## src/rtl/gpio_event_ctrl.sv

```systemverilog
// Memory-mapped input-event controller: per-channel sync/debounce, edge events into W1C STATUS,
// masked active-low interrupt and a general output register. Define GPIO_LEVEL_RD_EN to expose LEVEL at 0x010.
module gpio_event_ctrl #(
  parameter int               N_IN    = 18,
  parameter int               DB_CNT  = 16,
  parameter int               N_OUT   = 32,
  parameter logic [N_OUT-1:0] OUT_RST = '0
) (
  input  logic              CLOCK_50,
  input  logic              reset,
  input  logic              CS_N,
  input  logic              RD_N,
  input  logic              WR_N,
  input  logic [11:0]       Addr,
  input  logic [31:0]       DataIn,
  output logic [31:0]       DataOut,
  input  logic [N_IN-1:0]   IN,
  output logic [N_OUT-1:0]  OUT,
  output logic              Intr
);

  localparam int CW = $clog2(DB_CNT + 1);
  localparam logic [CW-1:0] DB_LAST = CW'(DB_CNT - 1);

  localparam logic [11:0] ADDR_STATUS  = 12'h000;
  localparam logic [11:0] ADDR_MASK    = 12'h004;
  localparam logic [11:0] ADDR_RISE_EN = 12'h008;
  localparam logic [11:0] ADDR_FALL_EN = 12'h00C;
  localparam logic [11:0] ADDR_LEVEL   = 12'h010;
  localparam logic [11:0] ADDR_OUT     = 12'h014;

  logic [N_IN-1:0]  r_sync1;
  logic [N_IN-1:0]  r_sync2;
  logic [N_IN-1:0]  r_level;
  logic [N_IN-1:0]  r_status;
  logic [N_IN-1:0]  r_mask;
  logic [N_IN-1:0]  r_rise_en;
  logic [N_IN-1:0]  r_fall_en;
  logic [N_OUT-1:0] r_out;

  logic             w_wr;
  logic             w_rd;
  logic [N_IN-1:0]  w_flip;
  logic [N_IN-1:0]  w_set;
  logic [N_IN-1:0]  w_clr;
  logic [31:0]      w_rdata;

  assign w_wr = ~CS_N & ~WR_N;
  assign w_rd = ~CS_N & ~RD_N;

  // Per-channel debounce counter; w_flip marks the edge on which LEVEL takes the synchronised value.
  genvar gi;
  generate
    for (gi = 0; gi < N_IN; gi++) begin : g_chan
      logic [CW-1:0] r_cnt;

      assign w_flip[gi] = (r_sync2[gi] != r_level[gi]) && (r_cnt == DB_LAST);

      always_ff @(posedge CLOCK_50 or negedge reset) begin
        if (!reset) begin
          r_cnt <= '0;
        end else if ((r_sync2[gi] == r_level[gi]) || w_flip[gi]) begin
          r_cnt <= '0;
        end else begin
          r_cnt <= r_cnt + 1'b1;
        end
      end
    end
  endgenerate

  // On a flip the new level equals r_sync2, so r_sync2 distinguishes rising from falling.
  assign w_set = w_flip & ((r_sync2 & r_rise_en) | (~r_sync2 & r_fall_en));
  assign w_clr = (w_wr && (Addr == ADDR_STATUS)) ? DataIn[N_IN-1:0] : '0;

  always_ff @(posedge CLOCK_50 or negedge reset) begin
    if (!reset) begin
      r_sync1   <= '0;
      r_sync2   <= '0;
      r_level   <= '0;
      r_status  <= '0;
      r_mask    <= '0;
      r_rise_en <= '1;
      r_fall_en <= '0;
      r_out     <= OUT_RST;
    end else begin
      r_sync1  <= IN;
      r_sync2  <= r_sync1;
      r_level  <= r_level ^ w_flip;
      r_status <= (r_status & ~w_clr) | w_set;
      if (w_wr) begin
        case (Addr)
          ADDR_MASK:    r_mask    <= DataIn[N_IN-1:0];
          ADDR_RISE_EN: r_rise_en <= DataIn[N_IN-1:0];
          ADDR_FALL_EN: r_fall_en <= DataIn[N_IN-1:0];
          ADDR_OUT:     r_out     <= DataIn[N_OUT-1:0];
          default: ;
        endcase
      end
    end
  end

  always_comb begin
    w_rdata = 32'h0;
    if (w_rd) begin
      case (Addr)
        ADDR_STATUS:  w_rdata = 32'(r_status);
        ADDR_MASK:    w_rdata = 32'(r_mask);
        ADDR_RISE_EN: w_rdata = 32'(r_rise_en);
        ADDR_FALL_EN: w_rdata = 32'(r_fall_en);
`ifdef GPIO_LEVEL_RD_EN
        ADDR_LEVEL:   w_rdata = 32'(r_level);
`endif
        ADDR_OUT:     w_rdata = 32'(r_out);
        default:      w_rdata = 32'h0;
      endcase
    end
  end

  assign DataOut = w_rdata;
  assign OUT     = r_out;
  assign Intr    = ~|(r_status & r_mask);

endmodule

```

## config.mk

```make
export PLATFORM = sky130hd
export DESIGN_NAME = gpio_event_ctrl
export DESIGN_NICKNAME = d
export VERILOG_FILES = /design/src/rtl/gpio_event_ctrl.sv
export SDC_FILE = /design/constraint.sdc
export NUM_CORES = 1
export LEC_CHECK = 0
export BUFFER_PORTS_ARGS = -buffer_cell sky130_fd_sc_hd__buf_2
export CAP_MARGIN = 20
export CELL_PAD_IN_SITES_DETAIL_PLACEMENT = 0
export CELL_PAD_IN_SITES_GLOBAL_PLACEMENT = 1
export CORE_MARGIN = 5
export CORE_UTILIZATION = 51
export DETAILED_ROUTE_END_ITERATION = 8
export PLACE_DENSITY = 0.93
export SYNTH_ARGS = -nofsm -noshare
export SYNTH_HDL_FRONTEND = slang
export SYNTH_SLANG_ARGS = --single-unit
```

## constraint.sdc

```tcl
create_clock -name CLOCK_50 -period 7.4 [get_ports CLOCK_50]
set_input_delay 1.11 -clock CLOCK_50 [delete_from_list [all_inputs] [get_ports CLOCK_50]]
set_output_delay 1.11 -clock CLOCK_50 [all_outputs]
set_load 0.02 [all_outputs]
```

-- Word level (Yosys, flattened, before mapping)
Cells that the tools add are included.
- logic and storage cells: 182
- input port bits: 67
- output and inout port bits: 65
- register bits after elaboration: 248
- $add $sub $neg: 18
- reduce and logical (&&, ||, !) cells: 44
- bitwise gates (word level): 15
- mux-type cells: 21
- equal/unequal tests: 58
- operators with widths (cell ; number):
    $pmux 32 s5 ; 1
    $add 5x1->5 const B ; 18
    $and 18x18->18 ; 5
    $eq 5x4->1 const B ; 18
    $mux 5 ; 18
    $not 18->18 ; 2
    $or 18x18->18 ; 2
    $mux 32 ; 1
    $eq 12x4->1 const B ; 2
    $logic_and 1x1->1 ; 19
    $eq 1x1->1 ; 18
    $logic_or 1x1->1 ; 18
    $mux 18 ; 1
    $ne 1x1->1 ; 18
    $reduce_or 18->1 ; 1
    $xor 18x18->18 ; 1
    $eq 12x3->1 const B ; 1
    $eq 12x5->1 const B ; 1
    $logic_not 12->1 ; 1
    $reduce_and 2->1 ; 4
    $not 1->1 ; 3
    $and 1x1->1 ; 2
    $logic_not 1->1 ; 1

-- Longest topological paths before layout
Gate-level depths: netlist of the first run.
- word-level depth: 7
- gate-level depth with buffers: 7
- gate-level depth less buffers: 5

-- Worst setup path after synthesis of the first run
Ideal clock, no wire load.
- path kind: input port to output port
- from: input port Addr[11]
- to: output port DataOut[12]
- path buffers: 2
- cell stages on the path: 6
- arrival: 2.904 ns
- slack: 3.386 ns
- data required time: 6.290 ns
- cell sequence: or4_4 buf_6 nor4_2 nand3_1 clkbuf_1 a21oi_1
- cells in the longest elaborated chain, start to end: 3
- elaborated cells between the ends (all ways): 7
- those cells by class: 4 x eq/ne; 2 x mux; 1 x reduce/logical
- ends and longest elaborated chain (item ; RTL line ; RTL):
    start: declaration ; 14 ; input logic [11:0] Addr,
    $eq 12x5->1, or another cell as far along ; 105 ; case (Addr)
    $pmux 32 s5 * ; 105 ;
    $mux 32 * ; 104 ; if (w_rd) begin
    end: declaration ; 16 ; output logic [31:0] DataOut,
Mark *: on every way between the ends. The rest lies on a longest branch, timed or not.

-- Final worst setup path of the first run
- from: input port Addr[2]
- to: output port DataOut[14]
The elaborated chain is that of the path after synthesis.

==> results.md, run 1 <==
- Outcome: finished, final reports clean
- Syn Nets: 1006
- DRT iter0 DRCs: 590
- CP required: 6.29 ns
- Sequential share of the synthesized area: 56.8%
- H-tree lvl count: 1
- CTS tree: done
- Final worst slack: between 2 and 3 ns
- DR DRC count: 0
- Post-DR vias/cell: 5.31
- Worst hold-check path type: reg2reg
- IO Count: 132
- Mean cell area of the mapped netlist: 12.1 µm²
- Dpl ws: 2.66 ns
- Min cycle time layout: 4.75 ns
- Setup violators final: 0
- Worst Path Max Fanout: 24
- Cts repair resizes: 0
- Buffers on Ports: 131
- Setup bufs post-CTS: 0
- # clock sinks: 248
- Setup TNS: 0 ns
- Tightest Pin Transition: between 1 and 1.5 ns
- Synth Instances: about 900
- Die W: around 160 µm
- Worst relative slew slack: 29.2%
- Fillers: approximately 1700
- Yosys cell types: 40
- Initial core utilization: 52.0%
- Initial antenna violation count: 2
- Post-Place Cells: roughly 1300
- Die footprint: about 25000 µm²
- Non-filler instance count after layout: about 1300
- Nets: 1148
- Top FF cell, synth: dfrtp_1
- First-pass GRT wire length: between 30000 and 40000 µm
- Fmax: 211 MHz
- Startpoint types: primary input
- Worst clock skew: 0.0218 ns
- Max_cap viols: 0
- Routed WL: 23600 µm
- Die extent in y: 157 µm
- Fin. Hold Viols: 0
- Commonest non-fill, non-tap cell in the layout: dfrtp_1
- # rows: 53
- Hold buffer count at CTS: 0
- Synth async-reset ratio: 100%
- Drt wl/cell: 17.6 µm
- Cell Pwr Density: between 200 and 250 nW/µm²
- Setup crit end kind: primary output
- Post-DP HPWL: about 16000 µm
- Total power: 2940 µW
- Root buf cell: clkbuf_16
- Later-pin clock latency in the skew report: 0.53 ns
- Lkg Pwr: ~0.0063 µW
- Number of flops mapped to enable cells by yosys: 0
- Share of cells above drive strength 1: 30.0%
- Arr. time, crit path: 3.64 ns
- Global route overflow: 0
- GPL Wtd Cong: just under 0.8
- RSZ-0062 raised after global routing: false
- CTS Buf Count: 26
- Setup CP Type: in2out
- Most frequent cells in the layout: 230 x dfrtp_1, 130 x buf_2, 112 x nor2_1
- GRT Overall Usage: 19.4%
- Core area: around 21000 µm²
- Peak supply drop: 0.171 mV
- Number of global-route vias before repair: 7321
- DR vias: 7129
- Syn. warnings: 0
- Largest net degree at the start of global routing: 134
- Post-Syn Area: 11000 µm²
- Period utilization: 64.2%
- Synthesis-to-finish area growth: 17.1%
- Post-route ant nets: 0
- Clock slew at the register clock pins of the worst setup and hold paths: ~0.060 ns
- Initial DRT Pass Iterations: 5
- Max-slew violations: 0
- Synth Register Bits: 248
- Max Root-Sink Buffers: 3
stage by stage:
stage	cell area (µm²)	hold slack (ns)	util, %
2_1_floorplan	11000	0.331	-
3_3_place_gp	11900	0.333	56.3
3_5_place_dp	11900	0.336	56.4
4_1_cts	12800	0.350	60.8
5_1_grt	12800	0.364	60.9
6_report	12800	0.348	60.9
sequential cells by signal (all words and copies together) (netlist names), named ones only:
name	flops
OUT	32
g_chan.r_cnt	90
r_fall_en	18
r_mask	18
r_rise_en	18
r_status	18
r_sync1	18
r_sync2	18
critical path, cell delays in order:
cell and delay, ns:
buf_2 0.52, nand2b_1 0.42, nand2_1 0.17, nand3_1 0.74, a21oi_1 0.43, buf_2 0.22
logic make-up (layout without fill, tap and decap cells):
group | count (synthesis) | count (layout) | share of synthesized area (%)
AO/OA/AOI/OAI | 88 | 88 | 5.40
XOR/XNOR | 54 | 54 | 4.32
adder cells (fa/ha/maj) | 36 | 36 | 4.11
buffers and inverters | 61 | 223 | 2.68
flip-flops | 248 | 248 | 56.8
multiplexers | 123 | 123 | 13.3
other | 0 | 2 | 0
AND/OR/NAND/NOR | 293 | 293 | 13.4
worst paths after layout:
| path | from | end | slack (ns) | cells past startpoint |
|---|---|---|---|---|
| worst min register to register | r_sync1[1]$_DFF_PN0_ | r_sync2[1]$_DFF_PN0_ | 0.35 | 0 |
| min in group asynchronous | reset | g_chan[0].r_cnt[1]$_DFF_PN0_ | 0.68 | 1 |
| max in group asynchronous | reset | OUT[22]$_DFFE_PN0P_ | 5.26 | 2 |
| worst min-delay path | r_sync1[1]$_DFF_PN0_ | r_sync2[1]$_DFF_PN0_ | 0.35 | 0 |
| worst max register to register | g_chan[6].r_cnt[0]$_DFF_PN0_ | g_chan[6].r_cnt[4]$_DFF_PN0_ | 5.90 | 5 |
| worst max-delay path | Addr[2] | DataOut[14] | 2.65 | 6 |
per-layer routing:
metal | global-route usage [%] | wire, µm | vias to the layer above
li1 | - | - | 3389
met1 | 27.2 | 10400 | 3546
met2 | 31.9 | 11600 | 158
met3 | 3.10 | 1060 | 36
met4 | 5.25 | 539 | 0
met5 | 0 | 0 | -
synth_stat cells (2+ instances only):
library cell | count | area (µm²)
ha_1 | 36 | 450
buf_6 | 3 | 33.8
a222oi_1 | 7 | 70.1
buf_2 | 5 | 25.0
buf_12 | 2 | 40.0
o21a_1 | 7 | 52.6
xor2_1 | 36 | 315
dfstp_2 | 18 | 473
and3_1 | 18 | 113
buf_1 | 3 | 11.3
nand3b_1 | 19 | 143
nor4b_2 | 2 | 30.0
mux2_2 | 91 | 1020
nor2_1 | 113 | 424
inv_1 | 37 | 139
a22oi_1 | 6 | 45.0
xnor2_1 | 18 | 158
nand3_1 | 28 | 140
mux2i_1 | 11 | 110
a21oi_1 | 19 | 95.1
nand2_1 | 57 | 214
mux2_4 | 20 | 300
clkbuf_1 | 10 | 37.5
and2_1 | 14 | 87.6
o21ai_0 | 26 | 130
nand2b_1 | 30 | 188
a22o_1 | 20 | 175
a221oi_1 | 2 | 17.5
nor4_2 | 2 | 25.0
or3_1 | 4 | 25.0
dfrtp_1 | 230 | 5760
area by class of cell:
type / instances / area (µm²) / share of cell area, %
Sequential cell: 248 / 6230 / 48.5
Multi-Input combinational cell: 594 / 4450 / 34.7
Clock buffer: 39 / 779 / 6.07
Timing Repair Buffer: 138 / 722 / 5.63
Tap cell: 275 / 344 / 2.68
Clock inverter: 9 / 161 / 1.26
Inverter: 37 / 139 / 1.08
Antenna cell: 2 / 5.00 / 0.0390
where the power goes:
group          total [µW]  internal, µW  switching [µW]
clock network        1400           868             531
logic                 127          46.0            81.5
registers            1420          1390            25.8
total                2940          2310             638
No activity file was read; power rests on OpenSTA's default activity.
==> inputs of run 2 (changes only) <==
--- a/config.mk
+++ b/config.mk
@@ -10,9 +10,9 @@
 export CELL_PAD_IN_SITES_DETAIL_PLACEMENT = 0
 export CELL_PAD_IN_SITES_GLOBAL_PLACEMENT = 1
 export CORE_MARGIN = 5
-export CORE_UTILIZATION = 51
+export CORE_UTILIZATION = 42
 export DETAILED_ROUTE_END_ITERATION = 8
-export PLACE_DENSITY = 0.93
+export PLACE_DENSITY = 0.83
 export SYNTH_ARGS = -nofsm -noshare
 export SYNTH_HDL_FRONTEND = slang
 export SYNTH_SLANG_ARGS = --single-unit
==> constraint.sdc (replaced) <==
create_clock -name CLOCK_50 -period 4.1 [get_ports CLOCK_50]
set_input_delay 0.615 -clock CLOCK_50 [delete_from_list [all_inputs] [get_ports CLOCK_50]]
set_output_delay 0.615 -clock CLOCK_50 [all_outputs]
set_load 0.02 [all_outputs]
==> run 2 against run 1 <==
Non-clock buffer count grew 10. Clock-buffer cell count grew 1. Sequential cell count is the same.
==> results.md, run 2 (synthesized netlist as in run 1, its figures left out) <==
- Outcome: finished, final reports clean
- Die W: 172 µm (+9.5%)
- Max_cap viols: 0 (unchanged)
- Die extent in y: 172 µm (+9.5%)
- Clock slew at the register clock pins of the worst setup and hold paths: 0.06 ns (about the same)
- Setup CP Type: in2out
- Most frequent cells in the layout: 230 x dfrtp_1, 130 x buf_2, 112 x nor2_1
- Met3 wire len: 1020 µm (-3.4%)
- Initial DRT Pass Iterations: 9 (+4)
- Commonest non-fill, non-tap cell in the layout: dfrtp_1
- Largest net degree at the start of global routing: 98 (-27%)
- Worst hold-check path type: in2async
- Die footprint: 29400 µm² (+20%)
- Hold buffer count at CTS: 0 (unchanged)
- Post-DP HPWL: 17000 µm (+5.2%)
- # rows: 59 (+11%)
- Root buf cell: clkbuf_16
- DR vias: 7125 (-0.056%)
- Number of global-route vias before repair: 7282 (-0.53%)
- Total power: 5170 µW (+76%)
- Cts repair resizes: 0 (unchanged)
- GRT Overall Usage: 16.4% (-3.1 points)
- Share of cells above drive strength 1: 30.4% (+0.44 points)
- DR DRC count: 0 (unchanged)
- Global route overflow: 0 (unchanged)
- Switching power of the nets: 1140 µW (+78%)
- Max Root-Sink Buffers: 3 (unchanged)
- Peak supply drop: 0.194 mV (+14%)
- CTS Buf Count: 27 (+3.8%)
- Buffers on Ports: 131 (unchanged)
- # clock sinks: 248 (unchanged)
- Seq pwr share: 49.5% (+1.3 points)
- Post-route ant nets: 0 (unchanged)
- Max-slew violations: 0 (unchanged)
- Drt wl/cell: 16.9 µm (-3.7%)
- Dpl ws: 0.845 ns (-1.82 ns)
- Lkg Pwr: 0.00636 µW (+0.46%)
- Worst Path Max Fanout: 11 (-54%)
- Nets: 1159 (+0.96%)
- Later-pin clock latency in the skew report: 0.52 ns (about the same)
- GPL Wtd Cong: 0.767 (-0.14%)
- Initial core utilization: 42.3% (-9.7 points)
- Setup TNS: 0 ns (unchanged)
- WL met2: 11700 µm (+0.68%)
- Setup crit end kind: primary output
- Setup bufs post-CTS: 0 (unchanged)
- Setup violators final: 0 (unchanged)
- IO Count: 132 (unchanged)
- Flop2flop setup slack: 2.64 ns (-3.26 ns)
- Post-route cell area: 12900 µm² (+0.92%)
- Tightest Pin Transition: 0.804 ns (-0.258 ns)
- Min cycle time layout: 3.25 ns
- Top Metal Used: met5
- Max FFs per register: 90 (unchanged)
- Clock power share: 45.9% (-1.6 points)
- Worst clock skew: 0.00821 ns (-0.0136 ns)
- Fmax: 308 MHz
- H-tree lvl count: 1 (unchanged)
- CTS tree: done
- DRT iter0 DRCs: 392 (-34%)
- Fin. Hold Viols: 0 (unchanged)
- Arr. time, crit path: 2.63 ns (-1.01 ns)
- Pint: 4030 µW (+75%)
- RSZ-0062 raised after global routing: false
- Core area: 25900 µm² (+23%)
- Reg2reg path depth: 5 (unchanged)
- Post-DR vias/cell: 5.04 (-5.1%)
- Final worst slack: 0.855 ns (-1.80 ns)
- Routed WL: 24000 µm (+1.4%)
- Core Util, Final: 50.0% (-11 points)
- Worst relative slew slack: 46.0% (+17 points)
- Synthesis-to-finish area growth: 18.2%
- Register name with the most flops: g_chan.r_cnt
- Comb power frac: 4.6% (+0.3 points)
- R2r endpoint: g_chan[0].r_cnt[3]$_DFF_PN0_
- Startpoint types: primary input
- Initial antenna violation count: 4 (+2)
- Cell Pwr Density: 399 nW/µm² (+74%)
- CP required: 3.48 ns (-2.81 ns)
- Wire length on met1: 10700 µm (+2.9%)
- Switching Share: 22.0% (+0.35 points)
- First-pass GRT wire length: 38800 µm (+0.48%)
- RR Startpoint: g_chan[0].r_cnt[0]$_DFF_PN0_
- Area of placed instances: 12000 µm² (+1.3%)
- Period utilization: about four fifths
## run 2: worst max-delay path by stage
stage | slack [ns] | end | startpoint
4_1_cts | 0.85 | DataOut[12] | Addr[11]
3_3_place_gp | 0.87 | DataOut[12] | Addr[11]
2_1_floorplan | 1.08 | DataOut[12] | Addr[11]
5_1_grt | 0.73 | DataOut[12] | Addr[11]
6_report | 0.85 | DataOut[11] | Addr[11]
3_5_place_dp | 0.84 | DataOut[12] | Addr[11]
## run 2: routing by layer
| metal | global-route usage [%] | vias up |
|---|---|---|
| met4 | 4.96 | 2 |
| met3 | 2.92 | 32 |
| met2 | 27.0 | 127 |
| met1 | 22.2 | 3560 |
| met5 | 0 | - |
| li1 | - | 3404 |
## run 2: cell type report
type | instances | area [µm²]
antenna | 3 | 7.51
fill | 2314 | 13000
tap | 335 | 419
clock inverter | 9 | 103
multi-input combinational | 594 | 4450
timing repair buffer | 148 | 826
sequential | 248 | 6230
clock buffer | 40 | 774
inverter | 37 | 139
## run 2: power by group through the flow
| stage | registers (µW) | clock network, µW | logic (µW) |
|---|---|---|---|
| 2_1_floorplan | 2590 | 0 | 113 |
| 3_3_place_gp | 2600 | 0 | 236 |
| 3_5_place_dp | 2600 | 0 | 242 |
| 4_1_cts | 2560 | 2440 | 244 |
| 5_1_grt | 2570 | 2550 | 276 |
| 6_report | 2560 | 2370 | 237 |
## run 2: stage by stage
step           hold slack [ns]  cells
2_1_floorplan            0.319    903
3_3_place_gp             0.334   1361
3_5_place_dp             0.335   1361
4_1_cts                  0.145   1410
5_1_grt                  0.179   1414
6_report                 0.109   1414
## run 2: worst max-delay path, stage by stage
cell and delay, ns:
buf_2 0.10, or4_4 0.58, nor4_2 0.27, nand3_1 0.33
buf_4 0.32, a21oi_1 0.20, buf_2 0.20
